## config.mk

```make
export PLATFORM = sky130hd
export DESIGN_NAME = instruction_fetch_unit_flat
export DESIGN_NICKNAME = d
export VERILOG_FILES = /design/src/rtl/instruction_fetch_unit_if.sv /design/src/rtl/instruction_fetch_unit.sv /design/src/flat_wrapper.sv
export SDC_FILE = /design/constraint.sdc
export NUM_CORES = 1
export LEC_CHECK = 0
export BUFFER_PORTS_ARGS = -buffer_cell sky130_fd_sc_hd__buf_2
export CAP_MARGIN = 40
export CORE_MARGIN = 5
export CORE_UTILIZATION = 45
export DETAILED_ROUTE_END_ITERATION = 10
export PLACE_DENSITY = 0.71
export SLEW_MARGIN = 15
export SYNTH_ARGS = -nofsm -noshare
export SYNTH_HDL_FRONTEND = slang
export SYNTH_SLANG_ARGS = --single-unit
```

## constraint.sdc

```tcl
create_clock -name Clk -period 2.96 [get_ports Clk]
set_input_delay 0.296 -clock Clk [delete_from_list [all_inputs] [get_ports Clk]]
set_output_delay 0.296 -clock Clk [all_outputs]
set_load 0.005 [all_outputs]
```

## src/rtl/instruction_fetch_unit_if.sv

```systemverilog
// ---------------------------------------------------------------------------
// instruction_fetch_unit_if
//
// Groups the control, memory and IF/ID signals of the instruction fetch unit
// into one bundle. Clock and reset are not part of it and stay plain ports
// on the fetch unit.
//
// Signals:
//   Stall            hazard unit asks the fetch stage to hold PC and IF/ID
//   Flush            load a bubble into IF/ID on this edge
//   Redirect         branch/jump taken, PC takes RedirectTarget
//   RedirectTarget   byte address of the new fetch point
//   Instruction      word returned by InstructionMemory for Address
//   Address          current PC, drives InstructionMemory
//   IFID_Instruction registered instruction (0 = nop bubble)
//   IFID_PCPlus4     registered PC+4 belonging to IFID_Instruction
//   IFID_Valid       1 = IF/ID holds a real instruction
//   FetchCount       saturating count of valid instructions latched
//
// Modports:
//   master  the surrounding pipeline / memory side (drives the controls)
//   slave   the fetch unit itself
// ---------------------------------------------------------------------------
interface instruction_fetch_unit_if #(
    parameter int PC_WIDTH    = 32,
    parameter int INSTR_WIDTH = 32
);

    logic                   Stall;
    logic                   Flush;
    logic                   Redirect;
    logic [PC_WIDTH-1:0]    RedirectTarget;
    logic [INSTR_WIDTH-1:0] Instruction;
    logic [PC_WIDTH-1:0]    Address;
    logic [INSTR_WIDTH-1:0] IFID_Instruction;
    logic [PC_WIDTH-1:0]    IFID_PCPlus4;
    logic                   IFID_Valid;
    logic [31:0]            FetchCount;

    modport master (
        output Stall,
        output Flush,
        output Redirect,
        output RedirectTarget,
        output Instruction,
        input  Address,
        input  IFID_Instruction,
        input  IFID_PCPlus4,
        input  IFID_Valid,
        input  FetchCount
    );

    modport slave (
        input  Stall,
        input  Flush,
        input  Redirect,
        input  RedirectTarget,
        input  Instruction,
        output Address,
        output IFID_Instruction,
        output IFID_PCPlus4,
        output IFID_Valid,
        output FetchCount
    );

endinterface

```

## src/rtl/instruction_fetch_unit.sv

```systemverilog
// ---------------------------------------------------------------------------
// instruction_fetch_unit
//
// Program counter and fetch stage sitting directly in front of a purely
// combinational InstructionMemory. The PC drives the memory address with no
// extra latency; the returned word is captured into the IF/ID register on
// the next rising edge together with PC+4 and a valid flag. Supports stall,
// branch/jump redirect, flush (bubble insertion) and a saturating count of
// instructions latched as valid.
//
// Ports:
//   Clk   system clock, every state update happens on its rising edge
//   Rst   synchronous active-low reset
//   bus   instruction_fetch_unit_if.slave carrying controls, memory data,
//         the fetch address and the IF/ID register outputs
//
// Parameters:
//   PC_WIDTH     width of the PC and all PC-derived values
//   RESET_PC     PC loaded on reset, expected to be word aligned
//   INSTR_WIDTH  instruction word width
// ---------------------------------------------------------------------------
module instruction_fetch_unit #(
    parameter int                  PC_WIDTH    = 32,
    parameter logic [PC_WIDTH-1:0] RESET_PC    = 32'h0000_0000,
    parameter int                  INSTR_WIDTH = 32
) (
    input  logic                     Clk,
    input  logic                     Rst,
    instruction_fetch_unit_if.slave  bus
);

    // What the stage does on the coming edge once reset is out of the way.
    typedef enum logic [2:0] {
        ACT_ADVANCE,
        ACT_HOLD,
        ACT_FLUSH_ADVANCE,
        ACT_FLUSH_HOLD,
        ACT_REDIRECT
    } action_t;

    action_t                action;

    logic [PC_WIDTH-1:0]    pc;
    logic [PC_WIDTH-1:0]    pc_next;
    logic [PC_WIDTH-1:0]    pc_plus4;
    logic [PC_WIDTH-1:0]    redirect_pc;

    logic [INSTR_WIDTH-1:0] ifid_instruction;
    logic [INSTR_WIDTH-1:0] ifid_instruction_next;
    logic [PC_WIDTH-1:0]    ifid_pc_plus4;
    logic [PC_WIDTH-1:0]    ifid_pc_plus4_next;
    logic                   ifid_valid;
    logic                   ifid_valid_next;

    logic [31:0]            fetch_count;
    logic [31:0]            fetch_count_next;
    logic [31:0]            fetch_count_inc;

    // Sequential PC wraps naturally at 2^PC_WIDTH. Redirect targets are
    // forced onto a word boundary by masking the two low bits.
    assign pc_plus4    = pc + PC_WIDTH'(4);
    assign redirect_pc = bus.RedirectTarget & ~PC_WIDTH'(3);

    // The counter sticks at all ones instead of rolling back to zero.
    assign fetch_count_inc = (fetch_count == 32'hFFFF_FFFF) ? fetch_count
                                                            : fetch_count + 32'd1;

    // Priority decode of the control inputs: a redirect wins over everything,
    // a flush wins over a plain stall (but still honours the stall for the
    // PC), and a stall alone freezes the whole stage.
    always_comb begin
        action = ACT_ADVANCE;
        if (bus.Redirect) begin
            action = ACT_REDIRECT;
        end else if (bus.Flush) begin
            action = bus.Stall ? ACT_FLUSH_HOLD : ACT_FLUSH_ADVANCE;
        end else if (bus.Stall) begin
            action = ACT_HOLD;
        end
    end

    // Next-state values for the PC, the IF/ID register and the counter.
    // Everything defaults to holding; each action only overrides what it
    // changes. A bubble is an all-zero instruction (sll $0,$0,0) with
    // PCPlus4 and Valid cleared.
    always_comb begin
        pc_next               = pc;
        ifid_instruction_next = ifid_instruction;
        ifid_pc_plus4_next    = ifid_pc_plus4;
        ifid_valid_next       = ifid_valid;
        fetch_count_next      = fetch_count;

        case (action)
            ACT_REDIRECT: begin
                pc_next               = redirect_pc;
                ifid_instruction_next = '0;
                ifid_pc_plus4_next    = '0;
                ifid_valid_next       = 1'b0;
            end
            ACT_FLUSH_HOLD: begin
                ifid_instruction_next = '0;
                ifid_pc_plus4_next    = '0;
                ifid_valid_next       = 1'b0;
            end
            ACT_FLUSH_ADVANCE: begin
                pc_next               = pc_plus4;
                ifid_instruction_next = '0;
                ifid_pc_plus4_next    = '0;
                ifid_valid_next       = 1'b0;
            end
            ACT_HOLD: begin
                pc_next = pc;
            end
            ACT_ADVANCE: begin
                pc_next               = pc_plus4;
                ifid_instruction_next = bus.Instruction;
                ifid_pc_plus4_next    = pc_plus4;
                ifid_valid_next       = 1'b1;
                fetch_count_next      = fetch_count_inc;
            end
            default: begin
                pc_next = pc;
            end
        endcase
    end

    // State register. Reset is sampled on the clock edge and overrides all
    // other inputs, so a mid-run reset never leaves a partial update behind.
    always_ff @(posedge Clk) begin
        if (!Rst) begin
            pc               <= RESET_PC;
            ifid_instruction <= '0;
            ifid_pc_plus4    <= '0;
            ifid_valid       <= 1'b0;
            fetch_count      <= '0;
        end else begin
            pc               <= pc_next;
            ifid_instruction <= ifid_instruction_next;
            ifid_pc_plus4    <= ifid_pc_plus4_next;
            ifid_valid       <= ifid_valid_next;
            fetch_count      <= fetch_count_next;
        end
    end

    // The memory address is the PC register itself; all other outputs come
    // straight from the IF/ID register and the counter.
    assign bus.Address          = pc;
    assign bus.IFID_Instruction = ifid_instruction;
    assign bus.IFID_PCPlus4     = ifid_pc_plus4;
    assign bus.IFID_Valid       = ifid_valid;
    assign bus.FetchCount       = fetch_count;

endmodule

```

## src/flat_wrapper.sv

```systemverilog
// flat-port wrapper written by rule: the top's interface ports become plain ports
module instruction_fetch_unit_flat 
#(
    parameter int                  PC_WIDTH    = 32,
    parameter logic [PC_WIDTH-1:0] RESET_PC    = 32'h0000_0000,
    parameter int                  INSTR_WIDTH = 32
)
  (Clk, Rst, bus_Stall, bus_Flush, bus_Redirect, bus_RedirectTarget, bus_Instruction, bus_Address, bus_IFID_Instruction, bus_IFID_PCPlus4, bus_IFID_Valid, bus_FetchCount);
  instruction_fetch_unit_if #(.PC_WIDTH(PC_WIDTH), .INSTR_WIDTH(INSTR_WIDTH)) bus_i ();
  input  logic Clk;
  input  logic Rst;
  input wire logic [$bits(bus_i.Stall)-1:0] bus_Stall;
  input wire logic [$bits(bus_i.Flush)-1:0] bus_Flush;
  input wire logic [$bits(bus_i.Redirect)-1:0] bus_Redirect;
  input wire logic [$bits(bus_i.RedirectTarget)-1:0] bus_RedirectTarget;
  input wire logic [$bits(bus_i.Instruction)-1:0] bus_Instruction;
  output wire logic [$bits(bus_i.Address)-1:0] bus_Address;
  output wire logic [$bits(bus_i.IFID_Instruction)-1:0] bus_IFID_Instruction;
  output wire logic [$bits(bus_i.IFID_PCPlus4)-1:0] bus_IFID_PCPlus4;
  output wire logic [$bits(bus_i.IFID_Valid)-1:0] bus_IFID_Valid;
  output wire logic [$bits(bus_i.FetchCount)-1:0] bus_FetchCount;
  assign bus_i.Stall = bus_Stall;
  assign bus_i.Flush = bus_Flush;
  assign bus_i.Redirect = bus_Redirect;
  assign bus_i.RedirectTarget = bus_RedirectTarget;
  assign bus_i.Instruction = bus_Instruction;
  assign bus_Address = bus_i.Address;
  assign bus_IFID_Instruction = bus_i.IFID_Instruction;
  assign bus_IFID_PCPlus4 = bus_i.IFID_PCPlus4;
  assign bus_IFID_Valid = bus_i.IFID_Valid;
  assign bus_FetchCount = bus_i.FetchCount;
  instruction_fetch_unit #(.PC_WIDTH(PC_WIDTH), .RESET_PC(RESET_PC), .INSTR_WIDTH(INSTR_WIDTH)) u_core (.Clk(Clk), .Rst(Rst), .bus(bus_i));
endmodule
```

Word-level counts from Yosys, hierarchy flattened
Cells that the tools add are included.

Add/sub/neg operators: 2. Eq/ne operators: 4. Muxes and demuxes: 8. Bitwise gates (word level): 1. Reductions and logical operators: 6.

Operator list (count): one-hot mux 32 bit (2 select lines) (3); adder 32 x 1 -> 32 bit (second input constant) (1); adder 32 x 3 -> 32 bit (second input constant) (1); equality test 32 bit (second input constant) (1); equality test 3 x 2 -> 1 bit (second input constant) (2); two-way mux 3 bit (2); nonzero test 2 bit (2); equality test 3 bit (second input constant) (1); logical NOT 3 bit (1); OR reduction 3 bit (1); two-way mux 1 bit (2); one-hot mux 1 bit (2 select lines) (1); AND reduction 2 bit (1); OR reduction 2 bit (1); NOT 1 bit (1).

Flip-flop bits (word level): 129. Input bits: 69. Output and inout bits: 129. Word-level logic and storage cells: 26.

Logic depth before layout (Yosys ltp)
Gate-level depths: netlist of run 1.

Depth in word-level cells: 6. Mapped depth: 8. Gate-level depth less buffers: 6.

Worst setup path after synthesis of run 1
OpenSTA, ideal clock, no wires.

Kind: reg-to-reg. Start: register u_core.pc[2] (netlist: u_core.bus.Address[2]). End: register u_core.pc[28] (netlist: u_core.bus.Address[28]). Setup time: 0.133 ns. Arrival time: 1.668 ns. Data required time: 2.827 ns. Path slack: 1.159 ns. Cell stages (with the launch flop): 7. Buffers on the path: 0. Period minus slack after synthesis: 1.801 ns. Cells stage by stage: dfxtp_1 -> ha_1 -> nand4_2 -> or3_1 -> nor4_1 -> xnor2_1 -> a21oi_1.

Cells in the longest elaborated chain, start to end: 2.

Ends and longest elaborated chain: from (decl) (RTL line instruction_fetch_unit.sv:43) `logic [PC_WIDTH-1:0] pc;`; from (signal assigned) (RTL line instruction_fetch_unit.sv:137) `pc <= pc_next;`; adder 32 x 3 -> 32 bit (RTL line instruction_fetch_unit.sv:61) `assign pc_plus4 = pc + PC_WIDTH'(4);`; one-hot mux 32 bit (2 select lines) (RTL line instruction_fetch_unit.sv:93) `case (action)`.

Every way passes these cells. A chain may end at the register's enable or synchronous reset.

Final worst setup path of run 1
Start: register u_core.pc[2] (netlist: u_core.bus.Address[2]). End: register u_core.pc[30] (netlist: u_core.bus.Address[30]).

The elaborated chain is that of the path after synthesis.

==> metrics.txt, run 1 <==
outcome=complete, no violations; Pre-Repair DR Iteration Count=5; vias in the first global route=5,076; Routed Wire Length=16.2 mm; latest clock arrival within the worst-skew pair=0.41 ns; worst hold-check path type=primary input to flip-flop; Die Ht=123 um; dpl hpwl=11.3 mm; Worst-path clk slew=0.06 ns; async set-or-reset flop fraction in the synthesized netlist=0; YS warnings=0; final hold vios=0; leakage=0.00299 uW; core area=0.0126 mm2; CP Class=flip-flop to flip-flop; mapped cell area=0.00572 mm2; Critical Path AT=2.39 ns; main flop type after synthesis=dfxtp_1; post-synthesis sequential area ratio=0.437; Sequential Area=0.00250 mm2; crit path time final=2.13 ns; Post-Place Cell Area=0.00676 mm2; CP Capture Type=flip-flop; grt ovf=0; post-synthesis compound-gate area fraction=0.157; final core occ=0.582; vias per std cell=5.27; R2R cell count=7; multi-input logic area=0.00299 mm2; WL/cell=15.6 um; hold_buf cts=0; Avg Cell Area, Syn=8.47 um2; Post-Synthesis Cells=676; Final setup violation count=0; Slew Limit Fails=0; RSZ-0062 raised after global routing=false; Achievable Freq=469 MHz; final worst-path setup slack=0.827 ns; Req. time, crit path=3.22 ns; drt drc=0; Slowest-stage cell, CP=nor3_2; Max IR drop VDD=0.293 mV; crit path cell chain=ha_1, nand4_2, buf_4, nor3_2, nand4b_1, xnor2_1, a21oi_1; RD Place Congestion=0.830; Pwr Total=3990 uW; design area=0.00732 mm2; Yosys reg bits=125; initial antenna violation count=4; site row count=41; io pins=198; crit start category=flip-flop; maxcap violations=0; simple-gate portion of the synthesized area=0.232; Bufs on Longest Clock Path=2; clk sinks=125; post-cts resize count=0; Initial Util=0.455; die area=0.0151 mm2; DR iter-0 viols=409; Post-synth EDFFs=0; first-pass GRT wire length=25.8 mm; Power Density=546 mW/mm2; Slew @ Worst Pin=0.835 ns; Fillers=1,213; max incr delay on CP=0.45 ns; H-Tree Depth=4; CTS buffer count=17; layout cells sized above 1=0.282; CTS tree=yes; Distinct cells, synth=49; Total GRT Usage=0.216; antenna viol nets, final=0; Post-Synth Adder-Cell Area=0.00437; worst clock skew=0.00988 ns; main combinational cell family by area after synthesis=simple AND/OR/NAND/NOR gates; setup TNS=0 ns; area delta synth->final=27.8%; Antenna Cells=0; crit-path max FO=8; die width=123 um; post-synthesis xor/xnor area fraction=0.112; Tcrit/Tclk final=0.721; clock root cell=clkbuf_16; largest net degree at the start of global routing=73; Post-Place Worst Slack=0.850 ns; Relative slew margins=0.442; Hold Path Cell Cnt=3; setup bufs post-CTS=0; mux cell area share after synthesis=0.0122; Buffers on Ports=191; routed vias=5,439; # nets final=919
[per-stage QoR]
stage	hold WS, ns	instances
final	0.116	1033
after CTS	0.0984	1033
after global placement	0.431	1001
after detailed placement	0.436	1001
after global routing	0.103	1033
after floorplan	0.439	679
[layout by cell type (no fill, tap or decap), types with 3 or more instances in the layout]
| master | n |
|---|---|
| nor4_1 | 15 |
| conb_1 | 4 |
| a211oi_1 | 7 |
| a21oi_1 | 43 |
| xnor2_1 | 62 |
| mux2i_1 | 7 |
| buf_4 | 8 |
| or3_1 | 16 |
| or4_1 | 3 |
| xor2_1 | 11 |
| nand2_1 | 42 |
| and3_1 | 9 |
| dfxtp_1 | 125 |
| a22oi_1 | 37 |
| clkbuf_16 | 17 |
| nand4_1 | 18 |
| clkinvlp_4 | 4 |
| nor2_1 | 83 |
| buf_2 | 191 |
| o21ai_0 | 56 |
| and4_1 | 7 |
| nand3_1 | 24 |
| clkinv_2 | 5 |
| inv_1 | 8 |
| nor3_1 | 21 |
| nand4_2 | 3 |
[critical path, delay by kind of cell (launching register included)]
family / cells / cell delay, ns
and+or+nand+nor: 3 / 0.78
DFF: 1 / 0.44
adders and majority gates: 1 / 0.29
buffers and inverters: 1 / 0.20
xor gates and xnor gates: 1 / 0.19
AOI/OAI and AO/OA: 1 / 0.08
[sequential cells by signal (all words and copies together) (netlist names)]
register                     flops
u_core.bus.Address              30
u_core.bus.FetchCount           32
u_core.bus.IFID_Instruction     32
u_core.bus.IFID_PCPlus4         30
u_core.bus.IFID_Valid            1
[where the power goes]
group / switching [uW] / leakage [uW] / total, uW / internal (uW)
Clock: 746 / 0.000265 / 1940 / 1190
Sequential: 61.9 / 0.00102 / 1790 / 1730
Combinational: 145 / 0.00170 / 270 / 125
Total: 953 / 0.00299 / 3990 / 3040
[cells in the mapped netlist (2+ instances only)]
cell type	number	area share
dfxtp_1	125	0.44
nor2_1	83	0.054
xnor2_1	62	0.095
o21ai_0	56	0.049
a21oi_1	43	0.038
nand2_1	42	0.028
a22oi_1	37	0.049
clkbuf_1	26	0.017
nand3_1	24	0.021
nor3_1	21	0.018
nand4_1	18	0.020
or3_1	16	0.017
nor4_1	15	0.016
buf_2	12	0.010
xor2_1	11	0.017
and3_1	9	0.0098
inv_1	8	0.0052
a211oi_1	7	0.0092
and4_1	7	0.011
mux2i_1	7	0.012
buf_1	6	0.0039
buf_4	4	0.0052
nand4_2	3	0.0066
or4_1	3	0.0039
a21o_1	2	0.0026
a311oi_1	2	0.0031
ha_1	2	0.0044
inv_2	2	0.0013
nor3_2	2	0.0035
or2_1	2	0.0022
[kinds of logic (layout without fill, tap and decap cells)]
logic type,count (synthesis),after routing
AND/OR/NAND/NOR,257,257
AO/OA/AOI/OAI,152,152
flip-flops,125,125
XOR/XNOR,73,73
buffers and inverters,59,241
multiplexers,7,7
adder cells (fa/ha/maj),2,2
other,1,4
[routing by layer]
metal,track usage,wire [um]
met2,0.333,7330
met5,0,48
met1,0.276,7020
met3,0.0820,1470
met4,0.0763,290
[final timing paths]
check,endpoint,slack (ns),startpoint
max,u_core.bus.Address[30]$_SDFFE_PN0P_,0.83,u_core.bus.Address[2]$_SDFFE_PN0P_
min,u_core.bus.IFID_Instruction[1]$_SDFFE_PN0P_,0.12,bus_Instruction[1]
max reg2reg,u_core.bus.Address[30]$_SDFFE_PN0P_,0.83,u_core.bus.Address[2]$_SDFFE_PN0P_
min reg2reg,u_core.bus.IFID_PCPlus4[15]$_SDFFE_PN0P_,0.44,u_core.bus.IFID_PCPlus4[15]$_SDFFE_PN0P_
[area by class of cell]
| class | instances | share of cell area |
|---|---|---|
| inverters | 10 | 0.00513 |
| clock buffers | 21 | 0.0629 |
| repair buffers | 199 | 0.139 |
| flip-flops and latches | 125 | 0.342 |
| well taps | 172 | 0.0294 |
| clock inverters | 11 | 0.0128 |
| multi-input cells | 495 | 0.409 |
No activity file was read; power rests on OpenSTA's default activity.
==> run 2: changes to the inputs <==
clock period = 2.1 ns   (was 2.96 ns; I/O delays follow)
==> metrics.txt, run 2 (synthesis gave the netlist of run 1 again) <==
WL/cell=15.6 um (about the same); worst hold-check path type=primary input to flip-flop (unchanged); met2 usage=0.339 (was 0.333); # nets final=960 (was 919); outcome=complete, no violations (unchanged); clock root cell=clkbuf_16 (unchanged); crit start category=flip-flop (unchanged); Most Crowded Layer GR=met2 (unchanged); site row count=41 (unchanged); hold_buf cts=0 (unchanged); initial antenna violation count=5 (was 4); clk sinks=125 (unchanged); first-pass GRT wire length=26.0 mm (was 25.8 mm); crit path time final=1.97 ns (was 2.13 ns); die area=0.0151 mm2 (unchanged); Initial Util=0.455 (unchanged); Relative slew margins=0.488 (was 0.442); commonest non-fill, non-tap cell in the layout=buf_2 (unchanged); largest net degree at the start of global routing=73 (unchanged); Slew @ Worst Pin=0.768 ns (was 0.835 ns); Worst-path clk slew=0.06 ns (about the same); Bufs on Longest Clock Path=2 (unchanged); crit path cell chain=ha_1, nand4_2, or3_1, nor4_1, xnor2_1, a21oi_1 (was ha_1, nand4_2, buf_4, nor3_2, nand4b_1, xnor2_1, a21oi_1); RSZ-0062 raised after global routing=false (unchanged); die width=123 um (unchanged); worst clock skew=0.00602 ns (was 0.00988 ns); Total GRT Usage=0.219 (was 0.216); routed vias=5,634 (was 5,439); Slew Limit Fails=0 (unchanged); core area=0.0126 mm2 (unchanged); layout cells sized above 1=0.318 (was 0.282); Achievable Freq=507 MHz (was 469 MHz); crit-path leading delay family=simple AND/OR/NAND/NOR gates (unchanged); H-Tree Depth=4 (unchanged); Req. time, crit path=2.40 ns (was 3.22 ns); met1 usage=0.276 (about the same); Bufs and invs on worst path=0 (was 1); CP Class=flip-flop to flip-flop (unchanged); Final setup violation count=0 (unchanged); dpl hpwl=12.0 mm (was 11.3 mm); latest clock arrival within the worst-skew pair=0.42 ns (was 0.41 ns); highest-count cells in the layout ignoring fill and taps=buf_2, dfxtp_1, nor2_1 (unchanged); grt ovf=0 (unchanged); antenna viol nets, final=0 (unchanged); WHS=0.0241 ns (was 0.116 ns); io pins=198 (unchanged); drt drc=0 (unchanged); final hold vios=0 (unchanged); leakage=0.00321 uW (was 0.00299 uW); Power Density=763 mW/mm2 (was 546 mW/mm2); setup TNS=0 ns (unchanged); Max IR drop VDD=0.503 mV (was 0.293 mV); Fillers=1,179 (was 1,213); CP Capture Type=flip-flop (unchanged); final core occ=0.610 (was 0.582); area delta synth->final=33.9% (was 27.8%); vias in the first global route=5,193 (was 5,076); Critical Path AT=2.27 ns (was 2.39 ns); Pre-Repair DR Iteration Count=5 (unchanged); met3 Use GR=0.0862 (was 0.0820); CTS tree=yes (unchanged); DR iter-0 viols=352 (was 409); crit-path max FO=6 (was 8); Tcrit/Tclk final=0.939 (was 0.721); Die Ht=123 um (unchanged); Routed Wire Length=16.7 mm (was 16.2 mm); Buffers on Ports=191 (unchanged); max incr delay on CP=0.41 ns (was 0.45 ns); RD Place Congestion=0.841 (was 0.830); maxcap violations=0 (unchanged); Slowest-stage cell, CP=dfxtp_1 (was nor3_2); vias per std cell=5.24 (was 5.27); CTS buffer count=17 (unchanged)
-- run 2: cell count changes in the layout (fill, tap and decap cells not counted), moves of 2 or more --
cell,delta
inv_6,+6
buf_4,+41
clkbuf_1,-2
clkbuf_8,-2
clkinv_2,-3
-- run 2: per-layer routing --
layer  vias up  share of wire
met5         -         0.0026
met4         8          0.018
met3        30          0.091
met2       209           0.46
met1      2559           0.43
li1       2828              -
-- run 2: path summary, 6_finish.rpt --
check                                                   startpoint                                          end  slack [ns]  cells after the start
worst min-delay path                            bus_Instruction[9]  u_core.bus.IFID_Instruction[9]$_SDFFE_PN0P_        0.02                      3
worst max-delay path            u_core.bus.Address[3]$_SDFFE_PN0P_          u_core.bus.Address[28]$_SDFFE_PN0P_        0.13                      6
worst max register to register  u_core.bus.Address[3]$_SDFFE_PN0P_          u_core.bus.Address[28]$_SDFFE_PN0P_        0.13                      6
worst min register to register  u_core.bus.IFID_Valid$_SDFFE_PN0P_           u_core.bus.IFID_Valid$_SDFFE_PN0P_        0.44                      2
-- run 2: cell type report --
cell class	instances	area, um2	share of cell area
diodes	1	2.50	0.000326
clock buffers	17	425	0.0555
clock inverters	15	161	0.0211
inverters	10	37.5	0.00490
multi-input cells	495	3000	0.391
flip-flops and latches	125	2500	0.326
well taps	172	215	0.0281
repair buffers	240	1320	0.173
-- run 2: timing repair --
item                       4_1_cts  5_1_grt
buffers inserted                 0        1
gates resized for setup          0        1
setup endpoints to repair        0        6
-- run 2: worst reg2reg max path: cells and delay by family (launching register included) --
family / cells / cell delay [ns]
and+or+nand+nor: 3 / 0.90
AOI/OAI and AO/OA: 1 / 0.08
DFF: 1 / 0.41
xor gates and xnor gates: 1 / 0.17
adders and majority gates: 1 / 0.29
-- run 2: power by group --
group	switching, uW	internal, uW
Combinational	251	210
Clock	1140	1760
Sequential	52.8	2430
Total	1440	4410
-- run 2: metrics by stage --
stage,cell area [um2],power [uW],instances,setup WS (ns)
after global routing,7660,6070,1075,0.0141
final,7660,5850,1075,0.128
after detailed placement,7060,3000,1041,0.0862
after floorplan,5730,2780,679,0.299
after global placement,7060,2990,1041,0.169
after CTS,7650,5910,1073,0.0791
==> run 3: changes to the inputs <==
BUFFER_PORTS_ARGS = unset   (was -buffer_cell sky130_fd_sc_hd__buf_2)
DONT_BUFFER_PORTS = 1   (was unset)
PLACE_DENSITY = 0.58   (was 0.71)
==> metrics.txt, run 3 (synthesis gave the netlist of run 1 again) <==
outcome=complete, no violations (unchanged); Initial Util=0.455 (unchanged); die width=123 um (unchanged); H-Tree Depth=4 (unchanged); Buffers on Ports=0 (was 191); antenna viol nets, final=0 (unchanged); worst clock skew=0.00699 ns (was 0.00602 ns); R2R cell count=5 (was 6); final core occ=0.595 (was 0.610); site row count=41 (unchanged); Pre-Repair DR Iteration Count=5 (unchanged); vias per std cell=5.61 (was 5.24); grt ovf=0 (unchanged); crit-path max FO=9 (was 6); latest clock arrival within the worst-skew pair=0.41 ns (was 0.42 ns); vias in the first global route=5,327 (was 5,193); combinational share of power=0.074 (was 0.079); Critical Path AT=2.28 ns (was 2.27 ns); WL/cell=17.8 um (was 15.6 um); Reg power frac=0.407 (was 0.425); Reg-to-Reg Start=u_core.bus.FetchCount[8]$_SDFFE_PN0P_ (was u_core.bus.Address[3]$_SDFFE_PN0P_); r2r setup slk=0.15 ns (was 0.13 ns); Max IR drop VDD=0.416 mV (was 0.503 mV); Switch Pwr=1330 uW (was 1440 uW); commonest non-fill, non-tap cell in the layout=dfxtp_1 (was buf_2); Clk pwr share=0.519 (was 0.496); final hold vios=0 (unchanged); Slew @ Worst Pin=0.774 ns (was 0.768 ns); # nets final=844 (was 960); crit path cell chain=and4_1, and3_1, o211ai_2, or3_1, a21oi_1 (was ha_1, nand4_2, or3_1, nor4_1, xnor2_1, a21oi_1); clock root cell=clkbuf_16 (unchanged); Worst setup endpoint=u_core.bus.FetchCount[17]$_SDFFE_PN0P_ (was u_core.bus.Address[28]$_SDFFE_PN0P_); routed vias=5,365 (was 5,634); highest-count cells in the layout ignoring fill and taps=dfxtp_1, nor2_1, buf_4 (was buf_2, dfxtp_1, nor2_1); clk sinks=125 (unchanged); Slowest-stage cell, CP=dfxtp_1 (unchanged); Final setup violation count=0 (unchanged); worst hold-check path type=primary input to flip-flop (unchanged); io pins=198 (unchanged); first-pass GRT wire length=26.8 mm (was 26.0 mm); Die Ht=123 um (unchanged); dpl hpwl=11.9 mm (was 12.0 mm); Worst-path clk slew=0.06 ns (about the same); CP Class=flip-flop to flip-flop (unchanged); drt drc=0 (unchanged); sw frac=0.218 (was 0.247); setup bufs post-CTS=0 (unchanged); leakage=0.00264 uW (was 0.00321 uW); DR iter-0 viols=405 (was 352); Total GRT Usage=0.227 (was 0.219); area delta synth->final=30.6% (was 33.9%); Achievable Freq=513 MHz (was 507 MHz); max incr delay on CP=0.44 ns (was 0.41 ns); Slew Limit Fails=0 (unchanged); Relative slew margins=0.484 (was 0.488); setup TNS=0 ns (unchanged); layout cells sized above 1=0.136 (was 0.318); crit path time final=1.95 ns (was 1.97 ns); die area=0.0151 mm2 (unchanged); Req. time, crit path=2.43 ns (was 2.40 ns); Routed Wire Length=17.1 mm (was 16.7 mm); worst setup path start=u_core.bus.FetchCount[8]$_SDFFE_PN0P_ (was u_core.bus.Address[3]$_SDFFE_PN0P_); internal power=4780 uW (was 4410 uW); core area=0.0126 mm2 (unchanged); Pwr Total=6110 uW (was 5850 uW); CTS buffer count=17 (unchanged); hold_buf cts=60 (was 0); R2R Path End=u_core.bus.FetchCount[17]$_SDFFE_PN0P_ (was u_core.bus.Address[28]$_SDFFE_PN0P_); RD Place Congestion=0.850 (was 0.841); initial antenna violation count=0 (was 5); Power Density=818 mW/mm2 (was 763 mW/mm2); largest net degree at the start of global routing=73 (unchanged); crit start category=flip-flop (unchanged); CTS tree=yes (unchanged); maxcap violations=0 (unchanged); Bufs on Longest Clock Path=2 (unchanged); post-cts resize count=0 (unchanged); RSZ-0062 raised after global routing=false (unchanged); CP Capture Type=flip-flop (unchanged); Tcrit/Tclk final=0.928 (was 0.939)
## run 3: changes by cell type in the layout (fill, tap and decap cells not counted), sizes merged
| cell | change |
|---|---|
| buf | -176 |
| bufinv | +3 |
| clkbuf | +2 |
| clkinv | +1 |
| clkinvlp | -2 |
| dlygate4sd3 | +60 |
| inv | -6 |
## run 3: area by class of cell
cell class / count / area (um2)
diodes: 1 / 2.50
clock buffers: 19 / 443
clock inverters: 11 / 193
fillers: 1119 / 5100
inverters: 10 / 37.5
multi-input cells: 495 / 2990
flip-flops and latches: 125 / 2500
well taps: 172 / 215
repair buffers: 124 / 1090
## run 3: power by group through the flow
stage / clock network (uW) / registers, uW / logic [uW]
global route: 3320 / 2490 / 498
detailed placement: 0 / 2530 / 341
global placement: 0 / 2530 / 334
floorplan: 0 / 2550 / 224
CTS: 3220 / 2480 / 449
finish: 3170 / 2480 / 455
## run 3: worst min path at each step
stage	start	to	cells after the start
final	bus_RedirectTarget[25]	u_core.bus.Address[25]$_SDFFE_PN0P_	2
after global placement	bus_Stall	u_core.bus.IFID_Valid$_SDFFE_PN0P_	1
after floorplan	bus_RedirectTarget[2]	u_core.bus.Address[2]$_SDFFE_PN0P_	2
after global routing	bus_Stall	u_core.bus.Address[5]$_SDFFE_PN0P_	2
after detailed placement	bus_Stall	u_core.bus.IFID_Valid$_SDFFE_PN0P_	1
after CTS	bus_Stall	u_core.bus.IFID_PCPlus4[6]$_SDFFE_PN0P_	3
## run 3: worst max-delay path: cells and delay by family, from the launching register on
kind / cells / cell delay, ns
simple gates: 3 / 1.02
flops: 1 / 0.44
compound gates: 2 / 0.41
## run 3: routing by layer
layer	GRT usage	wire length, um
met4	0.122	653
met5	0	0
met3	0.0917	1830
met1	0.258	6500
met2	0.365	8090
## run 3: per-stage QoR
step	area [um2]	hold WS [ns]	setup WS, ns	instances
floorplan	5730	0.353	0.299	679
global placement	6220	0.315	0.244	865
detailed placement	6220	0.320	0.193	865
CTS	7450	0.000772	0.0733	955
global route	7470	0.0172	0.0136	956
finish	7470	0.0112	0.150	957
